## config.mk

```make
export PLATFORM = sky130hd
export DESIGN_NAME = dmem_arbiter_flat
export DESIGN_NICKNAME = d
export VERILOG_FILES = /design/src/rtl/dmem_arbiter_pkg.sv /design/src/rtl/dmem_arbiter_if.sv /design/src/rtl/dmem_arb_starve_cnt.sv /design/src/rtl/dmem_arbiter.sv /design/src/flat_wrapper.sv
export SDC_FILE = /design/constraint.sdc
export NUM_CORES = 1
export LEC_CHECK = 0
export ABC_AREA = 1
export CAP_MARGIN = 5
export CORE_AREA = 2 2 115 117
export CTS_BUF_LIST = sky130_fd_sc_hd__clkbuf_4 sky130_fd_sc_hd__clkbuf_8
export DETAILED_ROUTE_END_ITERATION = 12
export DIE_AREA = 0 0 117 119
export HOLD_SLACK_MARGIN = 0.03
export PLACE_DENSITY = 0.67
export SETUP_SLACK_MARGIN = 0.5
export SLEW_MARGIN = 30
export SYNTH_ARGS = -nofsm -noshare
export SYNTH_HDL_FRONTEND = slang
export SYNTH_SLANG_ARGS = --single-unit
```

## constraint.sdc

```tcl
create_clock -name clk -period 1.8 [get_ports clk]
set_clock_uncertainty 0.2 [all_clocks]
set_input_delay 0.45 -clock clk [delete_from_list [all_inputs] [get_ports clk]]
set_output_delay 0.45 -clock clk [all_outputs]
set_load 0.05 [all_outputs]
```

## src/rtl/dmem_arbiter_pkg.sv

```systemverilog
// Shared widths and defaults for the data-memory arbiter between the MEM stage
// and the debug/loader port.
package dmem_arbiter_pkg;
  localparam int DMEM_ADDR_W       = 32;
  localparam int DMEM_DATA_W       = 32;
  localparam int DMEM_STARVE_LIMIT = 8;
  localparam int STARVE_CNT_W      = 8;
endpackage

```

## src/rtl/dmem_arbiter_if.sv

```systemverilog
// Bundle of pipeline, debug and data_mem signals around dmem_arbiter.
// "slave" is the arbiter's view; "master" is the view of the surrounding system.
interface dmem_arbiter_if
  import dmem_arbiter_pkg::*;
#(
    parameter int ADDR_W = DMEM_ADDR_W,
    parameter int DATA_W = DMEM_DATA_W
);
    logic              i_pipe_Req;
    logic              i_pipe_WrEn;
    logic [ADDR_W-1:0] i_pipe_Addr;
    logic [DATA_W-1:0] i_pipe_WrData;
    logic [DATA_W-1:0] o_pipe_RdData;
    logic              o_pipe_Stall;

    // Debug beat completes on a cycle where i_dbg_Valid && o_dbg_Ready; the
    // requester holds Addr/WrData/WrEn/Lock stable until then. Ready may
    // depend combinationally on Valid, never the reverse.
    logic              i_dbg_Valid;
    logic              i_dbg_WrEn;
    logic              i_dbg_Lock;
    logic [ADDR_W-1:0] i_dbg_Addr;
    logic [DATA_W-1:0] i_dbg_WrData;
    logic              o_dbg_Ready;
    logic              o_dbg_RdValid;
    logic [DATA_W-1:0] o_dbg_RdData;
    logic              o_dbg_Locked;

    logic [ADDR_W-1:0] o_mem_Addr;
    logic [DATA_W-1:0] o_mem_DataIn;
    logic              o_mem_WrEn;
    logic [DATA_W-1:0] i_mem_DataOut;

    modport slave (
        input  i_pipe_Req, i_pipe_WrEn, i_pipe_Addr, i_pipe_WrData,
        output o_pipe_RdData, o_pipe_Stall,
        input  i_dbg_Valid, i_dbg_WrEn, i_dbg_Lock, i_dbg_Addr, i_dbg_WrData,
        output o_dbg_Ready, o_dbg_RdValid, o_dbg_RdData, o_dbg_Locked,
        output o_mem_Addr, o_mem_DataIn, o_mem_WrEn,
        input  i_mem_DataOut
    );

    modport master (
        output i_pipe_Req, i_pipe_WrEn, i_pipe_Addr, i_pipe_WrData,
        input  o_pipe_RdData, o_pipe_Stall,
        output i_dbg_Valid, i_dbg_WrEn, i_dbg_Lock, i_dbg_Addr, i_dbg_WrData,
        input  o_dbg_Ready, o_dbg_RdValid, o_dbg_RdData, o_dbg_Locked,
        input  o_mem_Addr, o_mem_DataIn, o_mem_WrEn,
        output i_mem_DataOut
    );
endinterface

```

## src/rtl/dmem_arb_starve_cnt.sv

```systemverilog
// Saturating count of denied debug cycles; raises force_dbg at STARVE_LIMIT.
// Compiled only when LIGHT_DMEM_ARB_FAIRNESS_EN is defined.
`ifdef LIGHT_DMEM_ARB_FAIRNESS_EN
module dmem_arb_starve_cnt
  import dmem_arbiter_pkg::*;
#(
    parameter int STARVE_LIMIT = DMEM_STARVE_LIMIT
) (
    input  logic clk,
    input  logic reset,
    input  logic dbg_valid,
    input  logic dbg_grant,
    input  logic beat_done,
    output logic force_dbg
);
    localparam logic [STARVE_CNT_W-1:0] LIMIT = STARVE_CNT_W'(STARVE_LIMIT);

    logic [STARVE_CNT_W-1:0] cnt_q, cnt_d;

    always_comb begin
        cnt_d = cnt_q;
        if (beat_done || !dbg_valid) begin
            cnt_d = '0;
        end else if (!dbg_grant && (cnt_q != LIMIT)) begin
            cnt_d = cnt_q + 1'b1;
        end
    end

    always_ff @(posedge clk or posedge reset) begin
        if (reset) cnt_q <= '0;
        else       cnt_q <= cnt_d;
    end

    assign force_dbg = (cnt_q == LIMIT);
endmodule
`endif

```

## src/rtl/dmem_arbiter.sv

```systemverilog
// Single-port data memory arbiter: MEM stage has priority, debug port can lock.
// Optional starvation guard enabled by LIGHT_DMEM_ARB_FAIRNESS_EN.
module dmem_arbiter
  import dmem_arbiter_pkg::*;
#(
    parameter int ADDR_W       = DMEM_ADDR_W,
    parameter int DATA_W       = DMEM_DATA_W,
    parameter int STARVE_LIMIT = DMEM_STARVE_LIMIT
) (
    input logic          clk,
    input logic          reset,
    dmem_arbiter_if.slave bus
);
    if ((STARVE_LIMIT < 1) || (STARVE_LIMIT > 255)) begin : g_bad_limit
        $error("dmem_arbiter: STARVE_LIMIT out of range 1..255");
    end

    logic              locked_q, locked_d;
    logic              rd_valid_q, rd_valid_d;
    logic [DATA_W-1:0] rd_data_q, rd_data_d;

    logic              force_dbg;
    logic              dbg_grant;
    logic              beat_done;
    logic [ADDR_W-1:0] mem_addr;
    logic [DATA_W-1:0] mem_data;
    logic              mem_we;

`ifdef LIGHT_DMEM_ARB_FAIRNESS_EN
    dmem_arb_starve_cnt #(.STARVE_LIMIT(STARVE_LIMIT)) u_starve_cnt (
        .clk       (clk),
        .reset     (reset),
        .dbg_valid (bus.i_dbg_Valid),
        .dbg_grant (dbg_grant),
        .beat_done (beat_done),
        .force_dbg (force_dbg)
    );
`else
    assign force_dbg = 1'b0;
`endif

    always_comb begin
        dbg_grant = bus.i_dbg_Valid && (!bus.i_pipe_Req || locked_q || force_dbg);
        beat_done = dbg_grant;

        // A pipe store is suppressed while locked so a stalled store cannot land twice.
        if (dbg_grant) begin
            mem_addr = bus.i_dbg_Addr;
            mem_data = bus.i_dbg_WrData;
            mem_we   = bus.i_dbg_WrEn;
        end else begin
            mem_addr = bus.i_pipe_Addr;
            mem_data = bus.i_pipe_WrData;
            mem_we   = bus.i_pipe_Req && bus.i_pipe_WrEn && !locked_q;
        end

        locked_d   = beat_done ? bus.i_dbg_Lock : locked_q;
        rd_valid_d = beat_done && !bus.i_dbg_WrEn;
        rd_data_d  = rd_valid_d ? bus.i_mem_DataOut : rd_data_q;
    end

    always_ff @(posedge clk or posedge reset) begin
        if (reset) begin
            locked_q   <= 1'b0;
            rd_valid_q <= 1'b0;
            rd_data_q  <= '0;
        end else begin
            locked_q   <= locked_d;
            rd_valid_q <= rd_valid_d;
            rd_data_q  <= rd_data_d;
        end
    end

    assign bus.o_mem_Addr    = mem_addr;
    assign bus.o_mem_DataIn  = mem_data;
    assign bus.o_mem_WrEn    = mem_we;
    assign bus.o_pipe_RdData = bus.i_mem_DataOut;
    assign bus.o_pipe_Stall  = bus.i_pipe_Req && (dbg_grant || locked_q);
    assign bus.o_dbg_Ready   = dbg_grant;
    assign bus.o_dbg_RdValid = rd_valid_q;
    assign bus.o_dbg_RdData  = rd_data_q;
    assign bus.o_dbg_Locked  = locked_q;
endmodule
```

## src/flat_wrapper.sv

```systemverilog
// flat-port wrapper written by rule: the top's interface ports become plain ports
module dmem_arbiter_flat import dmem_arbiter_pkg::*;
#(
    parameter int ADDR_W       = DMEM_ADDR_W,
    parameter int DATA_W       = DMEM_DATA_W,
    parameter int STARVE_LIMIT = DMEM_STARVE_LIMIT
)
  (clk, reset, bus_i_pipe_Req, bus_i_pipe_WrEn, bus_i_pipe_Addr, bus_i_pipe_WrData, bus_o_pipe_RdData, bus_o_pipe_Stall, bus_i_dbg_Valid, bus_i_dbg_WrEn, bus_i_dbg_Lock, bus_i_dbg_Addr, bus_i_dbg_WrData, bus_o_dbg_Ready, bus_o_dbg_RdValid, bus_o_dbg_RdData, bus_o_dbg_Locked, bus_o_mem_Addr, bus_o_mem_DataIn, bus_o_mem_WrEn, bus_i_mem_DataOut);
  dmem_arbiter_if #(.ADDR_W(ADDR_W), .DATA_W(DATA_W)) bus_i ();
  input logic clk;
  input logic reset;
  input wire logic [$bits(bus_i.i_pipe_Req)-1:0] bus_i_pipe_Req;
  input wire logic [$bits(bus_i.i_pipe_WrEn)-1:0] bus_i_pipe_WrEn;
  input wire logic [$bits(bus_i.i_pipe_Addr)-1:0] bus_i_pipe_Addr;
  input wire logic [$bits(bus_i.i_pipe_WrData)-1:0] bus_i_pipe_WrData;
  output wire logic [$bits(bus_i.o_pipe_RdData)-1:0] bus_o_pipe_RdData;
  output wire logic [$bits(bus_i.o_pipe_Stall)-1:0] bus_o_pipe_Stall;
  input wire logic [$bits(bus_i.i_dbg_Valid)-1:0] bus_i_dbg_Valid;
  input wire logic [$bits(bus_i.i_dbg_WrEn)-1:0] bus_i_dbg_WrEn;
  input wire logic [$bits(bus_i.i_dbg_Lock)-1:0] bus_i_dbg_Lock;
  input wire logic [$bits(bus_i.i_dbg_Addr)-1:0] bus_i_dbg_Addr;
  input wire logic [$bits(bus_i.i_dbg_WrData)-1:0] bus_i_dbg_WrData;
  output wire logic [$bits(bus_i.o_dbg_Ready)-1:0] bus_o_dbg_Ready;
  output wire logic [$bits(bus_i.o_dbg_RdValid)-1:0] bus_o_dbg_RdValid;
  output wire logic [$bits(bus_i.o_dbg_RdData)-1:0] bus_o_dbg_RdData;
  output wire logic [$bits(bus_i.o_dbg_Locked)-1:0] bus_o_dbg_Locked;
  output wire logic [$bits(bus_i.o_mem_Addr)-1:0] bus_o_mem_Addr;
  output wire logic [$bits(bus_i.o_mem_DataIn)-1:0] bus_o_mem_DataIn;
  output wire logic [$bits(bus_i.o_mem_WrEn)-1:0] bus_o_mem_WrEn;
  input wire logic [$bits(bus_i.i_mem_DataOut)-1:0] bus_i_mem_DataOut;
  assign bus_i.i_pipe_Req = bus_i_pipe_Req;
  assign bus_i.i_pipe_WrEn = bus_i_pipe_WrEn;
  assign bus_i.i_pipe_Addr = bus_i_pipe_Addr;
  assign bus_i.i_pipe_WrData = bus_i_pipe_WrData;
  assign bus_o_pipe_RdData = bus_i.o_pipe_RdData;
  assign bus_o_pipe_Stall = bus_i.o_pipe_Stall;
  assign bus_i.i_dbg_Valid = bus_i_dbg_Valid;
  assign bus_i.i_dbg_WrEn = bus_i_dbg_WrEn;
  assign bus_i.i_dbg_Lock = bus_i_dbg_Lock;
  assign bus_i.i_dbg_Addr = bus_i_dbg_Addr;
  assign bus_i.i_dbg_WrData = bus_i_dbg_WrData;
  assign bus_o_dbg_Ready = bus_i.o_dbg_Ready;
  assign bus_o_dbg_RdValid = bus_i.o_dbg_RdValid;
  assign bus_o_dbg_RdData = bus_i.o_dbg_RdData;
  assign bus_o_dbg_Locked = bus_i.o_dbg_Locked;
  assign bus_o_mem_Addr = bus_i.o_mem_Addr;
  assign bus_o_mem_DataIn = bus_i.o_mem_DataIn;
  assign bus_o_mem_WrEn = bus_i.o_mem_WrEn;
  assign bus_i.i_mem_DataOut = bus_i_mem_DataOut;
  dmem_arbiter #(.ADDR_W(ADDR_W), .DATA_W(DATA_W), .STARVE_LIMIT(STARVE_LIMIT)) u_core (.clk(clk), .reset(reset), .bus(bus_i));
endmodule
```

==> results of run 1 <==
stage by stage:
stage | TNS [ps] | util [%] | power (mW) | hold slack (ps) | area [um2]
after floorplan | -9390 | - | 2.95 | 191 | 3110
after global placement | -69980 | 57.9 | 5.08 | 317 | 7450
after detailed placement | -72430 | 57.9 | 5.11 | 321 | 7450
after CTS | -23750 | 61.9 | 5.92 | 207 | 7970
after global routing | -28180 | 66.3 | 6.36 | 203 | 8530
final | -23460 | 66.3 | 6.14 | 213 | 8530
cell usage in the layout, fill, tap and decap left out:
cell type and instances:
buf_12 140, clkinv_2 2, clkbuf_8 6, clkbuf_16 4, nand2_8 1, nand3_1 1, inv_2 2, nand3_4 1
nand4_1 32, bufbuf_16 1, nand2_2 68, buf_6 6, nand2_1 106, buf_16 3, clkinvlp_4 3, clkdlybuf4s15_2 1
o21ai_4 1, clkdlybuf4s50_1 132, buf_2 1, buf_8 37, inv_8 1, dfrtp_2 1, dfrtp_1 33, buf_4 38
nand2_4 87
registers in the layout, summed over array words and instances, names as in the netlist:
signal	cells
u_core.bus.o_dbg_Locked	1
u_core.bus.o_dbg_RdData	32
u_core.bus.o_dbg_RdValid	1
synth_stat cells, drive strengths merged:
master	n	area, um2
dfrtp	34	851
nand3	2	10.0
o21ai	1	5.00
inv	5	18.8
nand2	262	993
nand4	32	200
clkbuf	9	33.8
clkinv	1	3.75
buf	50	374
logic make-up (layout without fill, tap and decap cells):
kind of cell | after synthesis | after routing | share of synthesized area (%)
buf+inv | 65 | 377 | 17.3
compound gates | 1 | 1 | 0.201
flops | 34 | 34 | 34.2
simple gates | 296 | 296 | 48.3
timing repair:
item,in CTS,in global routing
endpoints found under the setup margin,167,167
gates cloned,5,4
buffers inserted,6,25
pin swaps,2,10
resized for setup,173,158
cell type report:
| class | instances | area (um2) |
|---|---|---|
| clock buffer | 6 | 82.6 |
| clock inverter | 2 | 12.5 |
| fill | 924 | 4340 |
| inverter | 6 | 38.8 |
| multi-input combinational | 297 | 2060 |
| sequential | 34 | 852 |
| tap | 176 | 220 |
| timing repair buffer | 363 | 5260 |
metal layers:
layer	vias to the layer above	global-route usage, %	wire length [um]
met3	24	8.04	1670
met2	195	38.2	8640
met1	1833	21.7	5500
met5	-	0	0
li1	1825	-	-
met4	0	5.96	382
final timing paths:
check                                                 from                           to  slack [ps]  cells past startpoint
worst max register to register     u_core.bus.o_dbg_Locked  u_core.bus.o_dbg_RdData[30]         130                      9
worst min-delay path                  bus_i_mem_DataOut[3]   u_core.bus.o_dbg_RdData[3]         210                      3
max in group asynchronous                            reset      u_core.bus.o_dbg_Locked         860                      3
worst min register to register  u_core.bus.o_dbg_RdData[6]   u_core.bus.o_dbg_RdData[6]         340                      2
min in group asynchronous                            reset  u_core.bus.o_dbg_RdData[17]         350                      3
worst max-delay path               u_core.bus.o_dbg_Locked           bus_o_mem_Addr[11]        -420                      8
tightest hold or removal path, stage by stage:
cell	delay [ps]
buf_8	80
nand4_1	70
nand2_1	70
where the power goes:
group	leakage, nW	total, mW	internal (mW)	switching [mW]
Clock	0.0472	0.607	0.308	0.299
Combinational	3.53	4.46	2.21	2.26
Sequential	0.422	1.07	0.907	0.162
==> results.json, run 1 <==
{
  "routabilityCongestion": 0.858,
  "dp_cells": 836,
  "routed_wl_mm": 16.2,
  "clockBufferDepth": 2,
  "grt_pass1_vias": 3911,
  "ant_nets": 0,
  "wl_per_cell_um": 18.3,
  "finalHoldViolCount": 0,
  "n_antenna_cell": 0,
  "rsz0062_at_grt": "true",
  "outcome": "finished, violations left",
  "drive_gt1_share_pct": 57.1,
  "root_buffer": "clkbuf_8",
  "hpwl_mm": 12.0,
  "leakagePower_nw": 4.00,
  "htreeDepth": 2,
  "relSlewSlack_pct": 75.9,
  "core_um2": 12900,
  "numCtsBuffers": 5,
  "synth.distinct_cells": 14,
  "critPathSlowestCell": "dfrtp_2",
  "cp.required_ps": 1150,
  "dieArea_um2": 13900,
  "syn_inst": 396,
  "final_nets": 874,
  "final_cells": 884,
  "finalMaxSlewViolations": 0,
  "avgViaCountPerCell": 4.39,
  "syn_nets": 563,
  "ys_ff_latch": 34,
  "drtPass1Iterations": 4,
  "cap_violations": 0,
  "via_count": 3877,
  "rows": 42,
  "critical_path_class": "flop to primary output",
  "path_max_fanout": 7,
  "avgSynthCellArea_um2": 6.29,
  "antenna_found_initial": 0,
  "ys_seq_area_share_pct": 34.2,
  "fin_crit_ps": 2220,
  "grt_pass1_wl_mm": 22.2,
  "setup_viol": 68,
  "clk_latency_ps": 280,
  "failed_checks": "setup timing",
  "grt_max_degree": 35,
  "drt-initial-drc-count": 143,
  "hold_path.class": "primary input to flop",
  "tightest_slew_ps": 362,
  "clk_pin_slew_ps": 70,
  "max_freq_ghz": 0.451,
  "pre_cts_ws_ps": -860,
  "cpMostUsedCell": "nand2_4",
  "portBuffers": 299,
  "die_y_um": 119,
  "pin_count": 300,
  "hold_buffers": 0,
  "vdd_drop_max_v": 0.000583,
  "grtUsageTotal_pct": 20.9,
  "syn_area_um2": 2490,
  "arrival_ps": 1570,
  "die_w_um": 117,
  "grt-ovfl-total": 0,
  "path_delay_family": "buffers and inverters",
  "area.growth.synth_to_final_pct": 243,
  "crit_chain": "inv_2, nand2_4, nand2_8, buf_6, buf_8, nand2_1, nand2_4, buf_12",
  "cts.sinks": 34,
  "p_per_area_nw_per_um2": 720,
  "cts_tree": "yes",
  "ys.warnings.count": 0,
  "fin_crit_sh_pct": 123,
  "drc_errors": 0,
  "start_util_pct": 19.3,
  "cp_num_buf_inv": 4,
  "end_kind": "primary output",
  "setup_slack_ps": -416,
  "start_kind": "flop",
  "cpPeakStageDelay_ps": 410
}
Power figures use the tool's default switching activity.
==> run 2, diff against run 1 <==
- CAP_MARGIN: 5 -> not set
- CTS_BUF_LIST: sky130_fd_sc_hd__clkbuf_4 sky130_fd_sc_hd__clkbuf_8 -> sky130_fd_sc_hd__clkbuf_8 sky130_fd_sc_hd__clkbuf_16
- SYNTH_HIERARCHICAL: not set -> 1
==> results.json, run 2 <==
{
  "syn_inst": 396,
  "cp.required_ps": 1150,
  "start_kind": "flop",
  "vdd_drop_max_v": 0.000707,
  "synth.distinct_cells": 14,
  "routabilityCongestion": 0.841,
  "synth_ff_type": "dfrtp_1",
  "drc_errors": 0,
  "routed_wl_mm": 17.6,
  "whs_path_depth": 3,
  "regArea_um2": 853,
  "cts.sinks": 34,
  "outcome": "finished, violations left",
  "netlist_top_cells_count": "nand2_1, buf_4, dfrtp_1",
  "drtPass1Iterations": 4,
  "hpwl_mm": 11.7,
  "synth-edff-count": 0,
  "grt_pass1_vias": 4325,
  "n_antenna_cell": 0,
  "rows": 42,
  "failed_checks": "setup timing",
  "antenna_found_initial": 0,
  "setup_viol": 68,
  "hp-start": "bus_i_mem_DataOut[7]",
  "portBuffers": 299,
  "syn_area_um2": 2490,
  "finalPower_mw": 6.96,
  "r2r_cells": 11,
  "clockBufferDepth": 2,
  "whs_ps": 227,
  "final_nets": 897,
  "numCtsBuffers": 5,
  "final_cells": 907,
  "clk_latency_ps": 270,
  "dieArea_um2": 13900,
  "synth.area.top_cells": "nand2_1, dfrtp_1, buf_4",
  "critical_path_class": "flop to primary output",
  "core_um2": 12900,
  "grt_max_degree": 35,
  "ys.warnings.count": 6,
  "clkPwrFrac_pct": 16.6,
  "yosysMostFrequentCell": "nand2_1",
  "dp_cells": 836,
  "min_to": "u_core/bus.o_dbg_RdData[7]",
  "p_per_area_nw_per_um2": 751,
  "fin_crit_sh_pct": 121,
  "drive_gt1_share_pct": 62.9,
  "setup_slack_ps": -375,
  "p_int_mw": 4.09,
  "tightest_slew_ps": 221,
  "path_delay_family": "buffers and inverters",
  "path_max_fanout": 7,
  "start_util_pct": 19.3,
  "die_y_um": 119,
  "die_w_um": 117,
  "worstReg2RegStart": "u_core/bus.o_dbg_Locked",
  "multi_input_area_um2": 2320,
  "synth_top_area_cell": "nand2_1",
  "finalMaxSlewViolations": 0,
  "hold_path.class": "primary input to flop",
  "grtUsageTotal_pct": 22.3,
  "area.growth.synth_to_final_pct": 272,
  "combPwrFrac_pct": 68.0,
  "ys_seq_area_share_pct": 34.2,
  "finalHoldViolCount": 0,
  "ys_ff_latch": 34,
  "async_flop_share_pct": 100,
  "ant_nets": 0,
  "power_frac_seq_pct": 15.4,
  "nFillCells": 819,
  "layout_common_cells": "buf_12, clkdlybuf4s50_1, nand2_4, nand2_1, nand2_2",
  "hold_buffers": 0,
  "pin_count": 300,
  "grt-ovfl-total": 0,
  "avgSynthCellArea_um2": 6.29,
  "cp_num_buf_inv": 5,
  "reg2reg_slack_ps": 30,
  "via_count": 4019,
  "root_buffer": "clkbuf_16",
  "wl_per_cell_um": 19.4,
  "synth.top_cell.area_share_pct": 39.2,
  "fin_crit_ps": 2170,
  "timing.rr.end": "u_core/bus.o_dbg_RdData[18]",
  "max_freq_ghz": 0.460,
  "htreeDepth": 2,
  "syn_nets": 563,
  "avgViaCountPerCell": 4.43,
  "arrival_ps": 1520,
  "cpMostUsedCell": "nand2_4",
  "clk_pin_slew_ps": 60,
  "drt-initial-drc-count": 160,
  "critPathSlowestCell": "dfrtp_2",
  "largest_reg_flops": 32,
  "leakagePower_nw": 4.45,
  "swShare_pct": 41.2,
  "crit_chain": "inv_2, nand2_4, nand2_8, inv_12, buf_6, buf_6, nand2_4, nand2_4, buf_12",
  "rsz0062_at_grt": "true",
  "cap_violations": 0,
  "grt_pass1_wl_mm": 23.8,
  "p_switching_mw": 2.87,
  "end_kind": "primary output",
  "final_common_cell": "buf_12",
  "relSlewSlack_pct": 85.3,
  "cpPeakStageDelay_ps": 400,
  "cts_tree": "yes"
}
-- run 2: cell type report --
| cell class | count | area share, % |
|---|---|---|
| multi-input combinational | 297 | 25.0 |
| clock buffer | 6 | 1.50 |
| sequential | 34 | 9.20 |
| tap | 176 | 2.38 |
| timing repair buffer | 386 | 60.7 |
| inverter | 6 | 0.513 |
| clock inverter | 2 | 0.648 |
-- run 2: layer usage --
| layer | GRT usage [%] | share of wire [%] |
|---|---|---|
| met1 | 22.1 | 33 |
| met3 | 7.28 | 8.6 |
| met2 | 41.7 | 55 |
| met5 | 0 | 0 |
| met4 | 8.97 | 4.1 |
-- run 2: worst max path at each step --
stage / from / end / slack (ps) / cells past startpoint
2_1_floorplan: u_core/bus.o_dbg_Locked / bus_o_mem_Addr[22] / -170 / 7
3_3_place_gp: bus_i_dbg_Valid / bus_o_mem_Addr[5] / -640 / 7
3_5_place_dp: bus_i_pipe_Req / bus_o_mem_Addr[10] / -650 / 8
4_1_cts: u_core/bus.o_dbg_Locked / bus_o_mem_DataIn[9] / -390 / 9
5_1_grt: u_core/bus.o_dbg_Locked / bus_o_mem_Addr[10] / -420 / 8
6_report: u_core/bus.o_dbg_Locked / bus_o_mem_DataIn[9] / -370 / 9
-- run 2: power groups by stage --
stage	sequential, mW	combinational [mW]	clock (mW)
global placement	1.07	4.02	0
detailed placement	1.08	4.05	0
floorplan	1.50	1.45	0
global route	1.09	4.88	1.19
finish	1.08	4.73	1.15
CTS	1.07	4.47	1.17
-- run 2: worst reg2reg max path: stages (launching register included) --
cell and delay (ps):
dfrtp_2 400, inv_2 70, nand2_4 70, buf_4 130, buf_4 120, buf_6 110, buf_12 120, nand3_4 120
buf_6 130, buf_6 110, nand2_1 50, nand2_1 70
-- run 2: timing repair --
action / CTS / global route
buffers inserted: 26 / 24
pin swaps: 14 / 29
endpoints found under the setup margin: 167 / 167
resized for setup: 351 / 85
gates cloned: 11 / 2
-- run 2: cell families (layout without fill, tap and decap cells) --
family	after synthesis	in the layout	synth area share, %
and+or+nand+nor	296	296	48.3
DFF	34	34	34.2
AOI/OAI and AO/OA	1	1	0.201
buffers and inverters	65	400	17.3
-- run 2: per-stage QoR --
stage | worst slack (ps) | cell area [um2] | setup TNS, ps | utilization [%]
after global placement | -637 | 7500 | -51550 | 58.3
after CTS | -389 | 8740 | -21840 | 67.9
after global routing | -425 | 9270 | -25530 | 72.0
after detailed placement | -654 | 7500 | -53040 | 58.3
after floorplan | -165 | 3110 | -9390 | -
final | -375 | 9270 | -21960 | 72.0
==> run 3, diff against run 2 <==
- GPL_TIMING_DRIVEN: not set -> 1
==> results of run 3 <==
Final layout, timing and power as in run 2 (identical DEF).
